**config.mk**
```make
export PLATFORM = sky130hd
export DESIGN_NAME = fft8_bfly_sched
export DESIGN_NICKNAME = d
export VERILOG_FILES = /design/src/rtl/fft8_bfly_sched.sv
export SDC_FILE = /design/constraint.sdc
export NUM_CORES = 1
export LEC_CHECK = 0
export ABC_CLOCK_PERIOD_IN_PS = 3900
export BUFFER_PORTS_ARGS = -buffer_cell sky130_fd_sc_hd__buf_2
export CORE_UTILIZATION = 60
export CTS_CLUSTER_SIZE = 8
export DETAILED_ROUTE_END_ITERATION = 16
export PLACE_DENSITY = 0.81
export SLEW_MARGIN = 15
export SYNTH_ARGS = -nofsm -noshare
export SYNTH_HDL_FRONTEND = slang
export SYNTH_SLANG_ARGS = --single-unit
```
**constraint.sdc**
```tcl
create_clock -name clk -period 3.9 [get_ports clk]
set_input_delay 0.78 -clock clk [delete_from_list [all_inputs] [get_ports clk]]
set_output_delay 0.78 -clock clk [all_outputs]
set_load 0.005 [all_outputs]
```
**src/rtl/fft8_bfly_sched.sv**
```systemverilog
// Load/compute/unload sequencer and in-place storage for an 8-point radix-2 DIT FFT
// driving one external combinational butterfly. Define FFT_STAGE_SCALE_EN to halve every stage result.
module fft8_bfly_sched #(
  parameter int width   = 8,
  parameter int decimal = 4
) (
  input  logic             clk,
  input  logic             rst_n,
  input  logic             in_valid,
  output logic             in_ready,
  input  logic [width-1:0] in_re,
  input  logic [width-1:0] in_im,
  output logic [width-1:0] bf_er,
  output logic [width-1:0] bf_ei,
  output logic [width-1:0] bf_or,
  output logic [width-1:0] bf_oi,
  output logic [width-1:0] bf_wr,
  output logic [width-1:0] bf_wi,
  input  logic [width-1:0] bf_o0r,
  input  logic [width-1:0] bf_o0i,
  input  logic [width-1:0] bf_o1r,
  input  logic [width-1:0] bf_o1i,
  output logic             out_valid,
  input  logic             out_ready,
  output logic [width-1:0] out_re,
  output logic [width-1:0] out_im,
  output logic             out_last
);

  typedef enum logic [1:0] {LOAD, COMPUTE, UNLOAD} state_t;

  // round(sqrt(v)) by exhaustive search; only evaluated at elaboration
  function automatic int isqrt_round(input int v);
    int n;
    n = 0;
    while ((n + 1) * (n + 1) <= v) n++;
    if (v - n * n > n) n++;
    return n;
  endfunction

  localparam int one_i   = 1 << decimal;
  localparam int c45_i   = isqrt_round(1 << (2 * decimal - 1));
  localparam int mone_i  = -one_i;
  localparam int mc45_i  = -c45_i;
  localparam logic [width-1:0] w_one  = one_i[width-1:0];
  localparam logic [width-1:0] w_c45  = c45_i[width-1:0];
  localparam logic [width-1:0] w_mone = mone_i[width-1:0];
  localparam logic [width-1:0] w_mc45 = mc45_i[width-1:0];

  state_t state, state_next;
  logic [2:0] cnt, cnt_next;
  logic [1:0] stage, stage_next;
  logic [1:0] bfly, bfly_next;
  logic [2:0] addr_lo, addr_hi;
  logic [1:0] tw_k;
  logic [width-1:0] mem_re [8];
  logic [width-1:0] mem_im [8];
  logic [width-1:0] wb0_re, wb0_im, wb1_re, wb1_im;

`ifdef FFT_STAGE_SCALE_EN
  assign wb0_re = $signed(bf_o0r) >>> 1;
  assign wb0_im = $signed(bf_o0i) >>> 1;
  assign wb1_re = $signed(bf_o1r) >>> 1;
  assign wb1_im = $signed(bf_o1i) >>> 1;
`else
  assign wb0_re = bf_o0r;
  assign wb0_im = bf_o0i;
  assign wb1_re = bf_o1r;
  assign wb1_im = bf_o1i;
`endif

  always_ff @(posedge clk) begin
    if (!rst_n) begin
      state <= LOAD;
      cnt   <= '0;
      stage <= '0;
      bfly  <= '0;
    end else begin
      state <= state_next;
      cnt   <= cnt_next;
      stage <= stage_next;
      bfly  <= bfly_next;
    end
  end

  // Closed forms of a = ((b>>s)<<(s+1)) + pos and k = pos<<(2-s) for each stage
  always_comb begin
    addr_lo = '0;
    tw_k    = '0;
    case (stage)
      2'd0:    begin addr_lo = {bfly, 1'b0};             tw_k = 2'd0;            end
      2'd1:    begin addr_lo = {bfly[1], 1'b0, bfly[0]}; tw_k = {bfly[0], 1'b0}; end
      default: begin addr_lo = {1'b0, bfly};             tw_k = bfly;            end
    endcase
    addr_hi = addr_lo | (3'd1 << stage);
  end

  always_comb begin
    state_next = state;
    cnt_next   = cnt;
    stage_next = stage;
    bfly_next  = bfly;
    in_ready   = 1'b0;
    out_valid  = 1'b0;
    out_last   = 1'b0;
    out_re     = '0;
    out_im     = '0;
    bf_er      = '0;
    bf_ei      = '0;
    bf_or      = '0;
    bf_oi      = '0;
    bf_wr      = '0;
    bf_wi      = '0;
    case (state)
      LOAD: begin
        in_ready = rst_n;
        if (in_valid && in_ready) begin
          cnt_next = cnt + 3'd1;
          if (cnt == 3'd7) state_next = COMPUTE;
        end
      end
      COMPUTE: begin
        if (rst_n) begin
          bf_er = mem_re[addr_lo];
          bf_ei = mem_im[addr_lo];
          bf_or = mem_re[addr_hi];
          bf_oi = mem_im[addr_hi];
          case (tw_k)
            2'd0:    begin bf_wr = w_one;  bf_wi = '0;     end
            2'd1:    begin bf_wr = w_c45;  bf_wi = w_mc45; end
            2'd2:    begin bf_wr = '0;     bf_wi = w_mone; end
            default: begin bf_wr = w_mc45; bf_wi = w_mc45; end
          endcase
        end
        bfly_next = bfly + 2'd1;
        if (bfly == 2'd3) begin
          stage_next = stage + 2'd1;
          if (stage == 2'd2) begin
            stage_next = '0;
            state_next = UNLOAD;
          end
        end
      end
      UNLOAD: begin
        if (rst_n) begin
          out_valid = 1'b1;
          out_re    = mem_re[cnt];
          out_im    = mem_im[cnt];
          out_last  = (cnt == 3'd7);
        end
        if (out_valid && out_ready) begin
          cnt_next = cnt + 3'd1;
          if (cnt == 3'd7) state_next = LOAD;
        end
      end
      default: state_next = LOAD;
    endcase
  end

  // Sample storage is deliberately left out of reset; a new frame overwrites every entry
  always_ff @(posedge clk) begin
    if (in_valid && in_ready) begin
      mem_re[{cnt[0], cnt[1], cnt[2]}] <= in_re;
      mem_im[{cnt[0], cnt[1], cnt[2]}] <= in_im;
    end else if (rst_n && state == COMPUTE) begin
      mem_re[addr_lo] <= wb0_re;
      mem_im[addr_lo] <= wb0_im;
      mem_re[addr_hi] <= wb1_re;
      mem_im[addr_hi] <= wb1_im;
    end
  end

endmodule
```
==> metrics.md, run 1 <==
| Metric | Value |
|---|---|
| First-pass detailed-route iteration total | 9 |
| Final hold vios | 0 |
| Top cells by area in the synthesized netlist | sky130_fd_sc_hd__edfxtp_1 (39%), sky130_fd_sc_hd__mux4_2 (7.2%), sky130_fd_sc_hd__a21oi_1 (6.6%) |
| Combinational power share | 0.072 |
| Final standard cell utilization of the core | 0.694 |
| Worst setup slack for register-to-register paths | 930 ps |
| Met3 routed WL | 4210 um |
| Yosys top cell area share | 0.386 |
| Port buffer count | 116 |
| Post-CTS setup buffers | 0 |
| Remaining antenna violation count after routing | 0 |
| Die footprint | around 17000 um^2 |
| Number of distinct library cells after synthesis | 64 |
| Synth warnings | 0 |
| Aggregate routed wire length | 32000 um |
| Maximum count of clock buffers along a single path | 2 |
| Clock net sink count | 140 |
| Number of DRC violations after detailed-routing iteration 0 | 1423 |
| Fraction of power spent switching nets | 0.219 |
| Startpoint of the lowest-slack register-to-register path | state[0]$_SDFFE_PN0P_ |
| Die span in y | between 100 and 150 um |
| Top cells by instance count after synthesis | sky130_fd_sc_hd__nor2_1 (160), sky130_fd_sc_hd__a21oi_1 (131), sky130_fd_sc_hd__edfxtp_1 (128), sky130_fd_sc_hd__mux2i_1 (59), sky130_fd_sc_hd__buf_2 (56) |
| Min-Delay Path Class | reg -> reg |
| Met2 routed wirelength | about 14000 um |
| Num CTS Buffers | 17 |
| Net switching component of the power | 0.000757 W |
| Period utilization | 0.956 |
| Number of cells produced by synthesis | 1025 |
| Top flip-flop cell by instance count after synthesis | sky130_fd_sc_hd__edfxtp_1 |
| Insertion delay to the later sink of the worst-skew pair | about 430 ps |
| Transition time at the pin with the least slew margin | 1140 ps |
| Type of the worst setup path | reg -> out |
| Setup Total Neg Slack | 0 ps |
| Number of remaining DRC errors | 0 |
| WL per Instance | roughly 24 um |
| Total routed wire length on the met1 layer | roughly 12000 um |
| Internal power | 0.00269 W |
| Width of the chip | 131 um |
| Post-synthesis register bit count | 140 |
| Area grow syn2layout | 12.0% |
| Final weighted congestion in routability-driven placement | between 0.9 and 1 |
| Highest routing layer actually used | met4 |
| GRT Overall Usage | 0.390 |
| Skew final | 7.37 ps |
| Power density normalized to cell area | 310 nW/um^2 |
| Mapped Area | 9950 um^2 |
| Data required time of the critical path | 3120 ps |
| Critical path fanouts, max | 17 |
| Share of cells above drive strength 1 | 0.233 |
| Cell breakdown of the critical path | nor3b_2 -> o21a_1 -> o211ai_1 -> and4b_1 -> buf_2 |
| Unrepaired setup endpoints after global routing | no |
| Estimated wirelength of the detail-placed design | approximately 21000 um |
| Portion of total power attributed to the clock network | 0.441 |
| Top-count cell post-synth | sky130_fd_sc_hd__nor2_1 |
| R2R depth | 6 |
| Post-layout power | 0.00345 W |
| Floorplan Core Area | 16100 um^2 |
| Final Critical Period | 3730 ps |
| Global-route wire length before repair | 48300 um |
| Worst relative slew slack | 0.240 |
| Detailed-route vias per instance | 6.94 |
| Instance area after placement | about 11000 um^2 |
| Origin of the worst min-delay path | cnt[2]$_SDFFE_PN0P_ |
| Cell taking the most area after synthesis | sky130_fd_sc_hd__edfxtp_1 |
| Cell area after layout | 11100 um^2 |
| Hold Worst Slack | 575 ps |
| Maximum level of the CTS H-tree | 4 |
| Final number of setup-violating endpoints | 0 |
| Async set-reset flop share out of synthesis | 0 |
| CP peak stage delay | 820 ps |
| Total of hold buffers inserted after clock tree synthesis | 0 |
| Maximum number of pins on one net before global-route repair | 38 |
| Post-synth EDFFs | 128 |
| Reg-to-reg critical path endpoint | mem_re[2][6]$_DFFE_PP_ |
| Row cnt | between 40 and 50 |
| Clock slew at the register clock pins of the worst setup and hold paths | about 60 ps |
| Peak clock frequency supported by timing | 268 MHz |
| Arrival time worst endpoint | 2950 ps |
| VDD IR max | 0.391 mV |
| Root Driver | sky130_fd_sc_hd__clkbuf_16 |
| Initial standard-cell utilization of the core | 0.620 |
| Post-cts resize count | 0 |
| IO Pins | between 100 and 150 |
| Leakage dissipation | 4.37 nW |
| Total grt overflow | 0 |
| Power share of the sequential group | 0.487 |
| Worst hold path depth | 2 |
| Category of the worst setup path capture point | output port |
| Number of pins with negative max-slew slack in the final report | 0 |
| Number of antenna violations at the first check in global routing | 1 |
| Kind of launch point of the worst setup path | register |
| Result of the run | finished, final reports clean |
| Sequential element share of the synthesized area | 0.410 |
| Mean cell area of the mapped netlist | 9.71 um^2 |
| Vias in the first global route | 8589 |
| Count of maximum capacitance violations | 0 |
| DR vias | 9182 |
| CP max stage cell | sky130_fd_sc_hd__o21a_1 |
| CTS tree | done |
| Number of nets in the finished design | 1153 |
==> power by group through the flow <==
| stage | sequential (W) | combinational [W] | clock, W |
|---|---|---|---|
| after global routing | 0.00168 | 0.000269 | 0.00158 |
| after floorplan | 0.00170 | 0.000185 | 0 |
| after global placement | 0.00171 | 0.000234 | 0 |
| after CTS | 0.00168 | 0.000245 | 0.00151 |
| after detailed placement | 0.00171 | 0.000242 | 0 |
| final | 0.00168 | 0.000249 | 0.00152 |
==> layer usage <==
| metal | up-vias | GRT usage |
|---|---|---|
| met3 | 138 | 0.106 |
| li1 | 3997 | - |
| met4 | 0 | 0.204 |
| met5 | - | 0 |
| met1 | 4289 | 0.514 |
| met2 | 758 | 0.593 |
==> critical path, delay by kind of cell (launching register included) <==
family,cells,cell delay (ps)
buffers and inverters,1,120
AND/OR/NAND/NOR,2,620
flip-flops,1,760
AO/OA/AOI/OAI,2,1010
==> cells by family (layout without fill, tap and decap cells) <==
logic type	count (synthesis)	count (layout)	synth area share
buf+inv	152	233	0.0767
mux	91	91	0.132
flops	140	140	0.410
compound gates	318	318	0.218
simple gates	313	313	0.152
other cells	1	3	0.000377
fa+ha+maj	6	6	0.00754
xor+xnor	4	4	0.00352
==> worst max-delay path by stage <==
| stage | depth (start not counted) | startpoint | to |
|---|---|---|---|
| floorplan | 6 | rst_n | mem_im[7][0]$_DFFE_PP_ |
| global placement | 6 | rst_n | bf_oi[0] |
| detailed placement | 6 | rst_n | bf_oi[0] |
| CTS | 5 | bfly[1]$_SDFFE_PN0N_ | bf_or[6] |
| global route | 5 | bfly[1]$_SDFFE_PN0N_ | bf_or[6] |
| finish | 5 | bfly[1]$_SDFFE_PN0N_ | bf_or[6] |
==> cell type report <==
| type | count | area, um^2 |
|---|---|---|
| sequential | 140 | 4090 |
| tap | 216 | 270 |
| timing repair buffer | 168 | 983 |
| inverter | 34 | 128 |
| clock inverter | 12 | 105 |
| fill | 1188 | 4910 |
| clock buffer | 19 | 433 |
| multi-input combinational | 734 | 5130 |
| antenna | 1 | 2.50 |
==> cells in the final DEF (no fill, tap or decap), drive strengths merged, types with 32 or more instances in the layout <==
master / count
mux2i: 59
mux4: 32
edfxtp: 128
inv: 33
nor2: 160
o21ai: 40
buf: 168
a21oi: 131
nand2: 54
==> stage by stage <==
step / setup slack, ps / instances
finish: 171 / 1324
global route: 15.5 / 1323
CTS: 281 / 1323
detailed placement: 577 / 1292
global placement: 490 / 1292
floorplan: 589 / 1026
==> registers in the layout (all words and copies together) (netlist names), named ones only <==
signal / flops
bfly: 2
state: 2
stage: 2
mem_re: 64
mem_im: 64
cnt: 3
Note: power is estimated with default switching activity, not from simulation.
==> run 2: changes to the inputs <==
--- a/config.mk
+++ b/config.mk
@@ -7,10 +7,10 @@
 export LEC_CHECK = 0
 export ABC_CLOCK_PERIOD_IN_PS = 3900
 export BUFFER_PORTS_ARGS = -buffer_cell sky130_fd_sc_hd__buf_2
-export CORE_UTILIZATION = 60
+export CORE_UTILIZATION = 45
 export CTS_CLUSTER_SIZE = 8
 export DETAILED_ROUTE_END_ITERATION = 16
-export PLACE_DENSITY = 0.81
+export PLACE_DENSITY = 0.63
 export SLEW_MARGIN = 15
 export SYNTH_ARGS = -nofsm -noshare
 export SYNTH_HDL_FRONTEND = slang
==> metrics.md, run 2 (synthesized netlist as in run 1, its figures left out) <==
| Metric | Value |
|---|---|
| Internal power | 0.00278 W (+3.2%) |
| Period utilization | 0.976 (+0.0202) |
| Area grow syn2layout | 14.1% |
| Final number of setup-violating endpoints | 0 (unchanged) |
| Power density normalized to cell area | 316 nW/um^2 (+2.2%) |
| Number of pins with negative max-slew slack in the final report | 0 (unchanged) |
| Count of placed standard cells in the final layout, fillers left out | 1395 (+5.4%) |
| Worst relative slew slack | 0.339 (+0.0993) |
| Root Driver | sky130_fd_sc_hd__clkbuf_16 |
| Floorplan Core Area | 21800 um^2 (+35%) |
| Largest registers | mem_im x64, mem_re x64, cnt x3 |
| Result of the run | finished, final reports clean |
| Row cnt | 54 (+17%) |
| WL per Instance | 24.0 um (-0.88%) |
| Post-CTS setup buffers | 0 (unchanged) |
| Number of filler instances in the final layout | 1982 (+67%) |
| Share of cells above drive strength 1 | 0.245 (+0.0122) |
| Width of the chip | 151 um (+15%) |
| Fraction of power spent switching nets | 0.226 (+0.00676) |
| Reg-to-reg critical path endpoint | mem_re[7][1]$_DFFE_PP_ |
| Arrival time worst endpoint | 3030 ps (+80 ps) |
| Maximum count of clock buffers along a single path | 2 (unchanged) |
| Category of the worst setup path capture point | output port |
| Number of nets in the finished design | 1158 (+0.43%) |
| Total grt overflow | 0 (unchanged) |
| Number of antenna violations at the first check in global routing | 3 (+2) |
| Estimated wirelength of the detail-placed design | 22800 um (+8.4%) |
| Combinational power share | 0.069 (-0.003) |
| Worst setup slack for register-to-register paths | 650 ps (-280 ps) |
| Global-route wire length before repair | 48700 um (+0.76%) |
| Insertion delay to the later sink of the worst-skew pair | 430 ps (about the same) |
| Instance area after placement | 10800 um^2 (+1.4%) |
| Skew final | 7.11 ps (-0.262 ps) |
| Vias in the first global route | 8061 (-6.1%) |
| CTS tree | done |
| Die footprint | 22700 um^2 (+33%) |
| Count of placed standard cells including taps | 1361 (+5.3%) |
| VDD IR max | 0.278 mV (-29%) |
| Aggregate routed wire length | 33400 um (+4.4%) |
| Detailed-route vias per instance | 6.40 (-7.7%) |
| Type of the worst setup path | reg -> out |
| Hold worst-path end | cnt[2]$_SDFFE_PN0P_ |
| Startpoint of the lowest-slack register-to-register path | bfly[1]$_SDFFE_PN0N_ |
| Sequential cell area | 4090 um^2 (unchanged) |
| Unrepaired setup endpoints after global routing | no |
| Final hold vios | 0 (unchanged) |
| Num CTS Buffers | 17 (unchanged) |
| IO Pins | 119 (unchanged) |
| Die span in y | 151 um (+15%) |
| Clock slew at the register clock pins of the worst setup and hold paths | 60 ps (about the same) |
| GRT Overall Usage | 0.298 (-0.0924) |
| Initial standard-cell utilization of the core | 0.457 (-0.162) |
| Final Critical Period | 3810 ps (+78.7 ps) |
| Portion of total power attributed to the clock network | 0.464 (+0.023) |
| Peak clock frequency supported by timing | 263 MHz (-2.1%) |
| Net switching component of the power | 0.000812 W (+7.3%) |
| Setup Total Neg Slack | 0 ps (unchanged) |
| Critical path fanouts, max | 37 (+20) |
| First-pass detailed-route iteration total | 5 (-4) |
| Remaining antenna violation count after routing | 0 (unchanged) |
| Multi-input gate area in the final layout | 5140 um^2 (+0.12%) |
| Total of hold buffers inserted after clock tree synthesis | 0 (unchanged) |
| Clock net sink count | 140 (unchanged) |
| Maximum number of pins on one net before global-route repair | 38 (unchanged) |
| Port buffer count | 116 (unchanged) |
| Power share of the sequential group | 0.467 (-0.020) |
| Transition time at the pin with the least slew margin | 987 ps (-152 ps) |
| Most frequent standard cell in the layout excluding fill and tap cells | sky130_fd_sc_hd__nor2_1 |
| Number of DRC violations after detailed-routing iteration 0 | 1074 (-25%) |
| Origin of the worst min-delay path | cnt[2]$_SDFFE_PN0P_ |
| Highest-count cells in the layout ignoring fill and taps | sky130_fd_sc_hd__nor2_1 (158), sky130_fd_sc_hd__a21oi_1 (131), sky130_fd_sc_hd__edfxtp_1 (128) |
| Kind of launch point of the worst setup path | register |
| R2R depth | 6 (unchanged) |
| Count of maximum capacitance violations | 0 (unchanged) |
| Cell area after layout | 11400 um^2 (+1.9%) |
| Final weighted congestion in routability-driven placement | 0.922 (-1.5%) |
| Leakage dissipation | 4.43 nW (+1.5%) |
| Worst hold path depth | 2 (unchanged) |
| Maximum level of the CTS H-tree | 4 (unchanged) |
| DR vias | 8933 (-2.7%) |
| Number of remaining DRC errors | 0 (unchanged) |
| Min-Delay Path Class | reg -> reg |
| Data required time of the critical path | 3120 ps (about the same) |
| Post-cts resize count | 0 (unchanged) |
==> run 2: changes by cell type in the layout (fill, tap and decap cells not counted) <==
cell,change
sky130_fd_sc_hd__buf_4,+3
sky130_fd_sc_hd__clkbuf_1,-2
sky130_fd_sc_hd__clkinv_4,+4
sky130_fd_sc_hd__o21a_1,-1
sky130_fd_sc_hd__buf_12,+2
sky130_fd_sc_hd__diode_2,+1
sky130_fd_sc_hd__o21a_2,+1
sky130_fd_sc_hd__clkinv_1,-4
sky130_fd_sc_hd__nor2_2,+2
sky130_fd_sc_hd__nor2_1,-2
sky130_fd_sc_hd__bufinv_16,+1
sky130_fd_sc_hd__inv_6,+2
==> run 2: area by class of cell <==
class | count | share of cell area
multi-input cells | 734 | 0.453
inverters | 34 | 0.0112
well taps | 280 | 0.0309
clock buffers | 17 | 0.0375
diodes | 2 | 0.000441
repair buffers | 173 | 0.0921
flip-flops and latches | 140 | 0.360
clock inverters | 15 | 0.0152
==> run 2: per-layer routing <==
layer	global-route usage	wire (um)	up-vias
met2	0.470	15300	557
met5	0	0	-
met1	0.409	13600	4281
met4	0.118	1030	0
met3	0.0485	3480	83
li1	-	-	4012
==> run 2: how the worst max path moves through the flow <==
stage	start	endpoint	cells past startpoint
6_report	stage[1]$_SDFFE_PN0P_	bf_oi[2]	6
5_1_grt	stage[1]$_SDFFE_PN0P_	bf_or[6]	5
4_1_cts	stage[1]$_SDFFE_PN0P_	bf_oi[7]	6
3_5_place_dp	rst_n	bf_er[4]	7
3_3_place_gp	rst_n	bf_er[4]	7
2_1_floorplan	rst_n	mem_im[7][0]$_DFFE_PP_	6
==> run 2: critical path, cell delays in order (launching register included) <==
cell,delay (ps)
sky130_fd_sc_hd__dfxtp_2,860
sky130_fd_sc_hd__buf_12,260
sky130_fd_sc_hd__and2_1,530
sky130_fd_sc_hd__o21a_1,440
sky130_fd_sc_hd__nand3_1,120
sky130_fd_sc_hd__and4_1,220
sky130_fd_sc_hd__buf_2,140
==> run 2: power groups by stage <==
stage          registers (W)  clock network (W)  logic, W
2_1_floorplan        0.00170                  0  0.000185
3_3_place_gp         0.00171                  0  0.000241
3_5_place_dp         0.00171                  0  0.000244
4_1_cts              0.00168            0.00167  0.000246
5_1_grt              0.00168            0.00172  0.000268
6_report             0.00168            0.00167  0.000247
==> run 2: through the flow <==
| step | setup slack, ps | util | hold WS, ps | total power [W] |
|---|---|---|---|---|
| 2_1_floorplan | 589 | - | 507 | 0.00188 |
| 3_3_place_gp | 629 | 0.494 | 557 | 0.00195 |
| 3_5_place_dp | 567 | 0.494 | 590 | 0.00195 |
| 4_1_cts | 171 | 0.522 | 602 | 0.00360 |
| 5_1_grt | 35.5 | 0.522 | 648 | 0.00367 |
| 6_report | 92.4 | 0.522 | 595 | 0.00359 |
==> run 3: changes to the inputs <==
==> constraint.sdc (replaced) <==
create_clock -name clk -period 3.9 [get_ports clk]
set_input_delay 0.585 -clock clk [delete_from_list [all_inputs] [get_ports clk]]
set_output_delay 0.585 -clock clk [all_outputs]
set_load 0.005 [all_outputs]
==> metrics.md, run 3 (synthesized netlist as in run 1, its figures left out) <==
| Metric | Value |
|---|---|
| Result of the run | finished, final reports clean |
| Startpoint of the lowest-slack register-to-register path | bfly[1]$_SDFFE_PN0N_ |
| Die span in y | 151 um (unchanged) |
| Min-Delay Path Class | reg -> reg |
| IO Pins | 119 (unchanged) |
| Remaining antenna violation count after routing | 0 (unchanged) |
| Transition time at the pin with the least slew margin | 1210 ps (+227 ps) |
| Final number of setup-violating endpoints | 0 (unchanged) |
| Unrepaired setup endpoints after global routing | no |
| Type of the worst setup path | reg -> out |
| Peak clock frequency supported by timing | 269 MHz (+2.3%) |
| Origin of the worst min-delay path | cnt[2]$_SDFFE_PN0P_ |
| Final weighted congestion in routability-driven placement | 0.892 (-3.3%) |
| Number of antenna violations at the first check in global routing | 1 (-2) |
| Kind of launch point of the worst setup path | register |
| VDD IR max | 0.248 mV (-11%) |
| Vias in the first global route | 7974 (-1.1%) |
| Final Critical Period | 3720 ps (-85.4 ps) |
| Clock net sink count | 140 (unchanged) |
| Data required time of the critical path | 3310 ps (+190 ps) |
| Maximum number of pins on one net before global-route repair | 39 (+2.6%) |
| CP bufs+invs | 1 (-1) |
| Category of the worst setup path capture point | output port |
| Cell breakdown of the critical path | nor2b_1 -> o21a_1 -> and3_1 -> nor4_1 -> buf_2 |
| Hold worst-path end | cnt[2]$_SDFFE_PN0P_ |
| First-pass detailed-route iteration total | 6 (+1) |
| Most frequent standard cell in the layout excluding fill and tap cells | sky130_fd_sc_hd__nor2_1 |
| Count of maximum capacitance violations | 0 (unchanged) |
| Num CTS Buffers | 17 (unchanged) |
| Worst hold path depth | 2 (unchanged) |
| CP peak stage delay | 950 ps (+90 ps) |
| DR vias | 8842 (-1.0%) |
| Insertion delay to the later sink of the worst-skew pair | 420 ps (about the same) |
| Root Driver | sky130_fd_sc_hd__clkbuf_16 |
| Family with the most delay on the worst path | simple AND/OR/NAND/NOR gates |
| Maximum level of the CTS H-tree | 4 (unchanged) |
| Power density normalized to cell area | 325 nW/um^2 (+2.6%) |
| R2R depth | 6 (unchanged) |
| WL per Instance | 24.1 um (+0.44%) |
| CTS tree | done |
| Number of remaining DRC errors | 0 (unchanged) |
| Reg-to-reg critical path endpoint | mem_re[2][1]$_DFFE_PP_ |
| Number of nets in the finished design | 1151 (-0.60%) |
| Number of filler instances in the final layout | 1973 (-0.45%) |
| Final hold vios | 0 (unchanged) |
| Post-CTS setup buffers | 0 (unchanged) |
| Worst relative slew slack | 0.190 (-0.149) |
| Period utilization | 0.954 (-0.0219) |
| Global-route wire length before repair | 49300 um (+1.4%) |
| Number of pins with negative max-slew slack in the final report | 0 (unchanged) |
| Critical path fanouts, max | 25 (-32%) |
| Post-layout power | 0.00367 W (+2.2%) |
| Share of cells above drive strength 1 | 0.239 (-0.00659) |
| GRT Overall Usage | 0.299 (+0.00108) |
| Aggregate routed wire length | 33400 um (-0.13%) |
| Detailed-route vias per instance | 6.37 (-0.45%) |
| CP max stage cell | sky130_fd_sc_hd__dfxtp_1 |
| Total of hold buffers inserted after clock tree synthesis | 0 (unchanged) |
| Total grt overflow | 0 (unchanged) |
| Maximum count of clock buffers along a single path | 2 (unchanged) |
| Row cnt | 54 (unchanged) |
| Setup Total Neg Slack | 0 ps (unchanged) |
| Skew final | 7.39 ps (+0.279 ps) |
| Initial standard-cell utilization of the core | 0.457 (unchanged) |
| Largest registers | mem_im x64, mem_re x64, cnt x3 |
| Post-cts resize count | 0 (unchanged) |
| Estimated wirelength of the detail-placed design | 22400 um (-1.7%) |
| Leakage dissipation | 4.39 nW (-0.99%) |
| Arrival time worst endpoint | 3140 ps (+110 ps) |
| Number of DRC violations after detailed-routing iteration 0 | 1175 (+9.4%) |
| Port buffer count | 116 (unchanged) |
| Area grow syn2layout | 13.7% |
| Highest-count cells in the layout ignoring fill and taps | sky130_fd_sc_hd__nor2_1 (158), sky130_fd_sc_hd__a21oi_1 (131), sky130_fd_sc_hd__edfxtp_1 (128) |
| Die footprint | 22700 um^2 (unchanged) |
| Clock slew at the register clock pins of the worst setup and hold paths | 60 ps (about the same) |
| Width of the chip | 151 um (unchanged) |
| Worst setup slack for register-to-register paths | 710 ps (+60 ps) |
| Floorplan Core Area | 21800 um^2 (unchanged) |
[run 3: per-layer routing]
metal,GRT usage,vias up,wire (um)
met5,0,-,0
met4,0.100,0,889
met3,0.0485,75,3370
met2,0.459,581,15000
met1,0.429,4197,14100
li1,-,3989,-
[run 3: where the power goes]
| group | internal, W | total, W | switching [W] | leakage [nW] |
|---|---|---|---|---|
| Clock | 0.00107 | 0.00175 | 0.000674 | 0.292 |
| Sequential | 0.00166 | 0.00168 | 0.0000243 | 1.25 |
| Combinational | 0.000119 | 0.000245 | 0.000126 | 2.84 |
[run 3: final cells by class]
class,instances,area [um^2],share of cell area
Antenna cell,1,2.50,0.000221
Clock buffer,18,429,0.0379
Clock inverter,14,194,0.0171
Inverter,34,128,0.0113
Multi-Input combinational cell,734,5140,0.454
Sequential cell,140,4090,0.361
Tap cell,280,350,0.0310
Timing Repair Buffer,166,981,0.0867
[run 3: worst max path at each step]
| stage | from | endpoint | slack [ps] | cells past startpoint |
|---|---|---|---|---|
| 2_1_floorplan | rst_n | mem_im[7][0]$_DFFE_PP_ | 780 | 6 |
| 3_3_place_gp | bfly[1]$_SDFFE_PN0N_ | bf_oi[0] | 700 | 5 |
| 3_5_place_dp | bfly[1]$_SDFFE_PN0N_ | bf_oi[0] | 690 | 5 |
| 4_1_cts | bfly[1]$_SDFFE_PN0N_ | bf_oi[0] | 220 | 5 |
| 5_1_grt | bfly[1]$_SDFFE_PN0N_ | bf_or[6] | 100 | 5 |
| 6_report | bfly[1]$_SDFFE_PN0N_ | bf_oi[0] | 180 | 5 |
[run 3: per-stage QoR]
| step | cells | setup WS [ps] | area, um^2 | utilization | hold WS [ps] |
|---|---|---|---|---|---|
| 6_report | 1387 | 178 | 11300 | 0.520 | 550 |
| 5_1_grt | 1387 | 97.4 | 11300 | 0.520 | 571 |
| 3_3_place_gp | 1354 | 701 | 10700 | 0.491 | 554 |
| 4_1_cts | 1386 | 219 | 11300 | 0.520 | 542 |
| 2_1_floorplan | 1026 | 784 | 9960 | - | 507 |
| 3_5_place_dp | 1354 | 689 | 10700 | 0.491 | 568 |
[run 3: worst min-delay path, delay by kind of cell (launching register included)]
| family | cells | cell delay, ps |
|---|---|---|
| flip-flops | 1 | 340 |
| AO/OA/AOI/OAI | 2 | 160 |
